## config.mk

```make
export PLATFORM = sky130hd
export DESIGN_NAME = fetch_unit
export DESIGN_NICKNAME = d
export VERILOG_FILES = /design/src/rtl/fetch_unit.sv
export SDC_FILE = /design/constraint.sdc
export NUM_CORES = 1
export LEC_CHECK = 0
export ABC_AREA = 1
export CAP_MARGIN = 5
export CORE_ASPECT_RATIO = 1.5
export CORE_MARGIN = 2
export CORE_UTILIZATION = 25
export DETAILED_ROUTE_END_ITERATION = 8
export DONT_BUFFER_PORTS = 1
export SLEW_MARGIN = 5
export SYNTH_ARGS = -nofsm -noshare
export SYNTH_HDL_FRONTEND = slang
export SYNTH_SLANG_ARGS = --single-unit
```

## constraint.sdc

```tcl
create_clock -name clock -period 2.8 [get_ports clock]
set_clock_uncertainty 0.05 [all_clocks]
set_input_delay 0.42 -clock clock [delete_from_list [all_inputs] [get_ports clock]]
set_output_delay 0.42 -clock clock [all_outputs]
set_load 0.05 [all_outputs]
```

## src/rtl/fetch_unit.sv

```systemverilog
// -----------------------------------------------------------------------------
// fetch_unit
//
// Instruction fetch stage. It drives the synchronous program memory address,
// pairs each returned word with its PC for the decoder, and raises the
// decoder flush on a taken jump. The flush is held for FLUSH_CYCLES cycles
// after the jump cycle while the redirected fetch refills the pipeline.
//
// Optional feature macro: FETCH_STALL_EN
//   When defined, this adds the in_stall port and a one-word hold register.
//   The register keeps the presented word stable while the decoder stalls.
//
// Ports:
//   clock           sole clock, rising edge
//   reset           synchronous, active-low reset
//   in_jump         redirect request from execute (combinationally flushes)
//   in_jump_target  redirect address, valid with in_jump
//   in_stall        decoder back-pressure (FETCH_STALL_EN only)
//   in_pmem_data    PMEM read data for the address driven last cycle
//   out_pmem_addr   PMEM read address (= pc_fetch)
//   out_instr       instruction word to decoder, 0 (NOP) when not valid
//   out_pc          address of the word on out_instr
//   out_flush       flush to decoder
// -----------------------------------------------------------------------------
module fetch_unit #(
  parameter int unsigned PMEM_ADDR_WIDTH = 12,
  parameter int unsigned PMEM_WORD_WIDTH = 16,
  parameter int unsigned PC_WIDTH        = 12,
  parameter logic [PC_WIDTH-1:0] RESET_PC = '0,
  parameter int unsigned FLUSH_CYCLES    = 2
) (
  input  logic                       clock,
  input  logic                       reset,
  input  logic                       in_jump,
  input  logic [PC_WIDTH-1:0]        in_jump_target,
`ifdef FETCH_STALL_EN
  input  logic                       in_stall,
`endif
  input  logic [PMEM_WORD_WIDTH-1:0] in_pmem_data,
  output logic [PMEM_ADDR_WIDTH-1:0] out_pmem_addr,
  output logic [PMEM_WORD_WIDTH-1:0] out_instr,
  output logic [PC_WIDTH-1:0]        out_pc,
  output logic                       out_flush
);

  typedef enum logic [1:0] {
    ST_BOOT  = 2'd0,
    ST_RUN   = 2'd1,
    ST_FLUSH = 2'd2
  } state_t;

  localparam logic [2:0]          FLUSH_INIT = 3'(FLUSH_CYCLES);
  localparam logic [PC_WIDTH-1:0] PC_ONE     = PC_WIDTH'(1);

  state_t              state_q, state_d;
  logic [PC_WIDTH-1:0] pc_fetch_q, pc_fetch_d;
  logic [PC_WIDTH-1:0] pc_issued_q, pc_issued_d;
  logic [2:0]          flush_cnt_q, flush_cnt_d;

  // Word presented in RUN: normally straight from memory. While a stall is
  // pending, it comes from the hold register because the memory has already
  // moved on to the next address.
  logic [PMEM_WORD_WIDTH-1:0] run_word;

`ifdef FETCH_STALL_EN
  logic [PMEM_WORD_WIDTH-1:0] hold_q, hold_d;
  logic                       hold_vld_q, hold_vld_d;
`endif

  always_ff @(posedge clock) begin
    if (!reset) begin
      state_q     <= ST_BOOT;
      pc_fetch_q  <= RESET_PC;
      pc_issued_q <= RESET_PC;
      flush_cnt_q <= '0;
`ifdef FETCH_STALL_EN
      hold_q      <= '0;
      hold_vld_q  <= 1'b0;
`endif
    end else begin
      state_q     <= state_d;
      pc_fetch_q  <= pc_fetch_d;
      pc_issued_q <= pc_issued_d;
      flush_cnt_q <= flush_cnt_d;
`ifdef FETCH_STALL_EN
      hold_q      <= hold_d;
      hold_vld_q  <= hold_vld_d;
`endif
    end
  end

  always_comb begin
    state_d     = state_q;
    pc_fetch_d  = pc_fetch_q;
    pc_issued_d = pc_issued_q;
    flush_cnt_d = flush_cnt_q;
    out_instr   = '0;
    run_word    = in_pmem_data;
`ifdef FETCH_STALL_EN
    hold_d      = hold_q;
    hold_vld_d  = hold_vld_q;
    if (hold_vld_q) begin
      run_word = hold_q;
    end
`endif

    if (in_jump) begin
      // Redirect wins over everything except reset, including a stall.
      pc_fetch_d  = in_jump_target;
      flush_cnt_d = FLUSH_INIT;
      state_d     = ST_FLUSH;
`ifdef FETCH_STALL_EN
      hold_vld_d  = 1'b0;
`endif
    end else begin
      unique case (state_q)
        ST_BOOT: begin
          pc_issued_d = pc_fetch_q;
          pc_fetch_d  = pc_fetch_q + PC_ONE;
          state_d     = ST_RUN;
        end
        ST_RUN: begin
          out_instr = run_word;
`ifdef FETCH_STALL_EN
          if (in_stall) begin
            // Freeze both PCs; capture the word on the first stall cycle so
            // that later cycles still show it after memory moves on.
            hold_d     = run_word;
            hold_vld_d = 1'b1;
          end else begin
            hold_vld_d  = 1'b0;
            pc_issued_d = pc_fetch_q;
            pc_fetch_d  = pc_fetch_q + PC_ONE;
          end
`else
          pc_issued_d = pc_fetch_q;
          pc_fetch_d  = pc_fetch_q + PC_ONE;
`endif
        end
        ST_FLUSH: begin
          flush_cnt_d = flush_cnt_q - 3'd1;
          // Last flush cycle: the target read is issued now so that its data
          // lines up with the first RUN cycle.
          if (flush_cnt_q == 3'd1) begin
            pc_issued_d = pc_fetch_q;
            pc_fetch_d  = pc_fetch_q + PC_ONE;
            state_d     = ST_RUN;
          end
        end
        default: begin
          state_d = ST_BOOT;
        end
      endcase
    end
  end

  assign out_pmem_addr = pc_fetch_q;
  assign out_pc        = pc_issued_q;
  assign out_flush     = in_jump | (state_q == ST_FLUSH);

endmodule

```

==> flow_summary_export.csv, run 1 <==
group,metric,value,unit
synthesis,synth_edf_count,0,
layout,areaGrowthSynthToFinish,20.49,%
place,dp_slack,1081,ps
routing,dr.first_iter.drc_count,41,
grt,antenna_found_initial,0,
critical_path,crit_path_frequent_cell,"nor2_1",
sta,period_minus_slack,1894,ps
layout,diodes,0,
floorplan,dieArea,0.006991,mm2
routing,drc,0,
synthesis,synthCells,230,
critical_path,cp.arrival,1420,ps
clocking,clkLatencyLatePin,280,ps
routing,route.vias.total,1490,
synthesis,synth.avg_cell_area,6.876,um2
grt,grt-ovfl-total,0,
sta,tns,0,ps
routing,routedWlPerCell,12.96,um
place,dpl.hpwl,3.273,mm
routing,wirelength,4.211,mm
clocking,cts_inserted_buffers,5,
sta,slew_headroom,0.5203,
power,irDropWorstVdd,240.1,uV
layout,nets,284,
outcome,outcome,"complete, no violations",
floorplan,ios,72,
floorplan,core_region_area,0.006131,mm2
critical_path,crit_buf_inv,1,
sta,final_hold_viol_count,0,
synthesis,ys_seq_elements,29,
sta,period_share,0.6763,
place,place_inst,317,
critical_path,path_delay_family,"simple AND/OR/NAND/NOR gates",
critical_path,worstPathCellList,"nor2_1, nand2_1, nor2_1, buf_4",
layout,fin_util,0.3108,
floorplan,rows,35,
clocking,post_cts_resized,0,
critical_path,cpMaxStageDelayCell,"dfxtp_1",
routing,vias_per_cell,4.585,
floorplan,die_w,68.94,um
clocking,cts_max_level,2,
power,finalPower,1247,uW
synthesis,syn-num-nets,264,
power,leakagePower,0.0008741,uW
floorplan,initial_core_util,0.2580,
critical_path,start_kind,"register",
floorplan,die_y,101.4,um
min_path,min_path_type,"primary input to register",
critical_path,crit_type,"register to primary output",
synthesis,async_flop_share,0,
sta,worstMarginPinSlew,718.5,ps
critical_path,r2r_setup_slack,1140,ps
clocking,cts.path.max_buffers,2,
clocking,cts_tree,"yes",
sta,rsz0062_at_grt,"false",
sta,worst_slack,906.4,ps
power,power_density,654.6,mW/mm2
layout,layout-drive-gt1-share,0.2032,
clocking,path_clk_slew,70,ps
synthesis,yosysUniqueCellTypes,35,
clocking,root_buffer,"clkbuf_8",
grt,grt_first_pass_wirelength,6.548,mm
synthesis,syn-cell-area,0.001582,mm2
sta,finalMaxSlewViolations,0,
clocking,cts_sinks,29,
synthesis,synthFlopType,"dfxtp_1",
clocking,postCtsSetupRepairBufs,0,
routing,drtAntennaViolNets,0,
critical_path,endpoint_kind,"primary output",
sta,fmax,528.1,MHz
synthesis,seq_area_frac_synth,0.3671,
critical_path,required,2330,ps
place,gp_congestion,0.8136,
critical_path,slowest_delay,350,ps
synthesis,synth_warnings,0,
grt,grt_use_total,0.1236,
clocking,cts_hold_buffers,0,
sta,setup_violations,0,
place,numPortBuffers,0,
grt,grt_pass1_vias,1377,
flow_run,drv_cap,0,
layout,finalNonFillerCells,325,
routing,firstDrtPassIters,4,
grt,grt_max_degree,24,
critical_path,worstPathMaxFanout,16,
power by group:
part / leakage [uW] / internal, uW / switching, uW
sequential: 0.000240 / 445 / 107
clock: 0.0000681 / 353 / 169
combinational: 0.000566 / 54.2 / 119
placed cells by master (no fill, tap or decap):
cell / instances
a211oi_1: 1
a21oi_1: 9
a21oi_2: 1
a31oi_1: 5
buf_4: 21
bufinv_16: 2
clkbuf_8: 5
clkinv_1: 1
clkinv_2: 1
dfxtp_1: 29
ha_1: 3
inv_1: 29
inv_2: 4
nand2_1: 41
nand2_2: 3
nand2_4: 2
nand3_1: 8
nand3_2: 4
nand3b_1: 2
nand4_1: 1
nor2_1: 44
nor2_2: 3
nor2_4: 1
nor3_1: 1
nor3_2: 1
o2111ai_1: 1
o211a_1: 1
o211ai_1: 1
o21ai_0: 17
o21ai_1: 1
o221ai_1: 1
or2_0: 1
or2_2: 3
xnor2_1: 1
xor2_1: 2
final cells by class:
| cell class | instances | area, um2 |
|---|---|---|
| Tap cell | 74 | 92.59 |
| Inverter | 34 | 127.6 |
| Fill cell | 684 | 4225 |
| Clock buffer | 5 | 68.82 |
| Timing Repair Buffer | 21 | 157.7 |
| Multi-Input combinational cell | 159 | 813.3 |
| Sequential cell | 29 | 580.6 |
| Clock inverter | 3 | 65.06 |
synth_stat cells (2+ instances only):
cell      count  area (um2)
ha_1          3       37.54
nand3_2       4       40.04
nand3b_1      2       15.01
inv_1        29       108.9
xor2_1        2       17.52
inv_2         4       15.01
buf_2         3       15.01
nand2_2       3       18.77
o21ai_0      17       85.08
buf_6         3       33.78
a31oi_1       5       31.28
nand3_1       8       40.04
or2_2         3       18.77
nor2_2        3       18.77
nand2_1      41       153.9
a21oi_1       9       45.04
nand2_4       2       22.52
nor2_1       44       165.2
dfxtp_1      29       580.6
flip-flops by register name, indices dropped and copies added, names as in the netlist:
| name | cells |
|---|---|
| out_pc | 12 |
| out_pmem_addr | 12 |
| flush_cnt_q | 3 |
| state_q | 2 |
per-stage QoR:
step,hold WS (ps),cell area (um2)
after floorplan,404.1,1582
after global placement,422.4,1772
after detailed placement,430.2,1772
after CTS,184.2,1906
after global routing,195.3,1906
final,193.1,1906
worst register-to-register path: stages, from the launching register on:
cell and delay [ps]:
dfxtp_1 790, nand2_2 190, nor2_4 190, nand3b_1 90
nand3_1 90, nand2_1 50, a21oi_1 140
cell families (layout without fill, tap and decap cells):
family / count (synthesis) / in the layout / synth area share
AOI/OAI and AO/OA: 38 / 38 / 0.1377
xor gates and xnor gates: 3 / 3 / 0.01662
adders and majority gates: 3 / 3 / 0.02374
buffers and inverters: 42 / 63 / 0.1187
DFF: 29 / 29 / 0.3671
and+or+nand+nor: 115 / 115 / 0.3362
final timing paths:
check | from | end | cells past startpoint
setup reg to reg | out_pmem_addr[2] | out_pmem_addr[10] | 6
setup / recovery | state_q[1] | out_instr[4] | 4
hold / removal | reset | out_pmem_addr[7] | 2
hold reg to reg | flush_cnt_q[2] | flush_cnt_q[2] | 2
routing by layer:
layer	vias up	GRT usage	wire length, um
met5	-	0	0
met4	0	0.06637	155
met3	13	0.04778	398
met2	54	0.2041	2036
met1	658	0.1326	1620
li1	765	-	-
No activity file was read; power rests on OpenSTA's default activity.
==> run 2, diff against run 1 <==
clock period = 1.95 ns   (was 2.8 ns; I/O delays follow)
==> flow_summary_export.csv, run 2 (synthesized netlist as in run 1, its figures left out) <==
group,metric,value,unit
outcome,outcome,"complete, no violations",
clocking,cts_sinks,29,
routing,firstDrtPassIters,4,
sta,slew_headroom,0.6414,
routing,drc,0,
grt,grt-ovfl-total,0,
floorplan,dieArea,0.006991,mm2
clocking,clkLatencyLatePin,280,ps
sta,fmax,559.6,MHz
floorplan,die_w,68.94,um
place,numPortBuffers,0,
layout,final_cell_mix,"nor2_1, nand2_1, buf_4",
routing,wl_met1,1.646,mm
power,switchingPower,556.8,uW
critical_path,worstPathMaxFanout,16,
sta,final_hold_viol_count,0,
layout,diodes,0,
power,irDropWorstVdd,284.1,uV
clocking,cts_inserted_buffers,5,
layout,areaGrowthSynthToFinish,24.13,%
sta,rsz0062_at_grt,"false",
clocking,cts_hold_buffers,0,
routing,dr.first_iter.drc_count,75,
power,leakagePower,0.0009150,uW
critical_path,crit_type,"register to primary output",
grt,antenna_found_initial,0,
critical_path,cp.arrival,1440,ps
clocking,path_clk_slew,60,ps
floorplan,core_region_area,0.006131,mm2
flow_run,drv_cap,0,
routing,wirelength,4.261,mm
place,gp_congestion,0.8400,
floorplan,rows,35,
sta,tns,0,ps
grt,grt_first_pass_wirelength,6.893,mm
place,place_area,0.001847,mm2
clocking,cts.path.max_buffers,2,
critical_path,start_kind,"register",
clocking,cts_tree,"yes",
sta,worstMarginPinSlew,537.2,ps
sta,setup_violations,0,
routing,vias_per_cell,4.540,
floorplan,initial_core_util,0.2580,
power,p_int,1150,uW
min_path,min_path_type,"primary input to register",
layout,layout-drive-gt1-share,0.2299,
layout,nets,294,
clocking,post_cts_resized,0,
power,power_density,869.7,mW/mm2
power,swShare,0.3261,
power,seq_power_share,0.440,
grt,grt_use_total,0.1306,
power,combPwrFrac,0.182,
sta,finalMaxSlewViolations,0,
routing,drtAntennaViolNets,0,
floorplan,die_y,101.4,um
routing,top_layer,"met4",
power,clkPwrFrac,0.378,
clocking,root_buffer,"clkbuf_8",
layout,final_common_cell,"nor2_1",
layout,finalInstanceArea,0.001963,mm2
routing,met2WireLength,2.112,mm
routing,met3WireLength,407,um
layout,fin_util,0.3202,
clocking,cts_max_level,2,
critical_path,required,1610,ps
grt,grt_pass1_vias,1494,
clocking,postCtsSetupRepairBufs,0,
grt,grt_max_degree,21,
floorplan,ios,72,
place,dpl.hpwl,3.380,mm
routing,routedWlPerCell,12.72,um
sta,period_minus_slack,1787,ps
routing,route.vias.total,1521,
critical_path,endpoint_kind,"primary output",
sta,period_share,0.9164,
==> run 2: cell count changes in the layout (fill, tap and decap cells not counted) <==
cell       delta
buf_4        +10
bufinv_16     -1
clkbuf_1      +1
clkbuf_8      +1
clkinv_2      -1
==> run 2: worst paths after layout <==
path	startpoint	endpoint	slack, ps	depth (start not counted)
worst max-delay path	state_q[1]	out_instr[12]	160	4
worst min-delay path	reset	out_pmem_addr[7]	70	2
worst max register to register	flush_cnt_q[1]	out_pmem_addr[3]	400	8
worst min register to register	flush_cnt_q[2]	flush_cnt_q[2]	440	2
==> run 2: per-stage QoR <==
stage          std cells  setup WS [ps]  hold slack [ps]  total power (uW)
6_report             335          163.0            65.70              1707
5_1_grt              335          6.703            81.86              1787
4_1_cts              335          129.3            60.53              1728
3_5_place_dp         327          397.4            354.9              1080
3_3_place_gp         327          446.8            344.7              1076
2_1_floorplan        230          131.0            403.6              1006
==> run 2: layout make-up <==
| cell class | count | area (um2) |
|---|---|---|
| sequential | 29 | 580.6 |
| clock inverter | 1 | 30.03 |
| tap | 74 | 92.59 |
| clock buffer | 7 | 86.33 |
| fill | 680 | 4168 |
| timing repair buffer | 31 | 232.7 |
| inverter | 34 | 127.6 |
| multi-input combinational | 159 | 813.3 |
==> run 2: power groups by stage <==
stage | registers (uW) | logic [uW] | clock network, uW
after floorplan | 827 | 179 | 0
after global placement | 765 | 311 | 0
after detailed placement | 766 | 314 | 0
after CTS | 753 | 315 | 661
after global routing | 759 | 348 | 680
final | 751 | 311 | 645
==> run 2: worst max-delay path: stages (launching register included) <==
cell and delay [ps]:
dfxtp_1 350, nor2_1 110, nand2_1 290, nor2_1 200, buf_4 220
==> run 2: metal layers <==
metal  track usage  up-vias
met5             0        -
met4       0.05279        0
met3       0.05222        7
met2        0.2271       55
met1        0.1363      675
li1              -      784
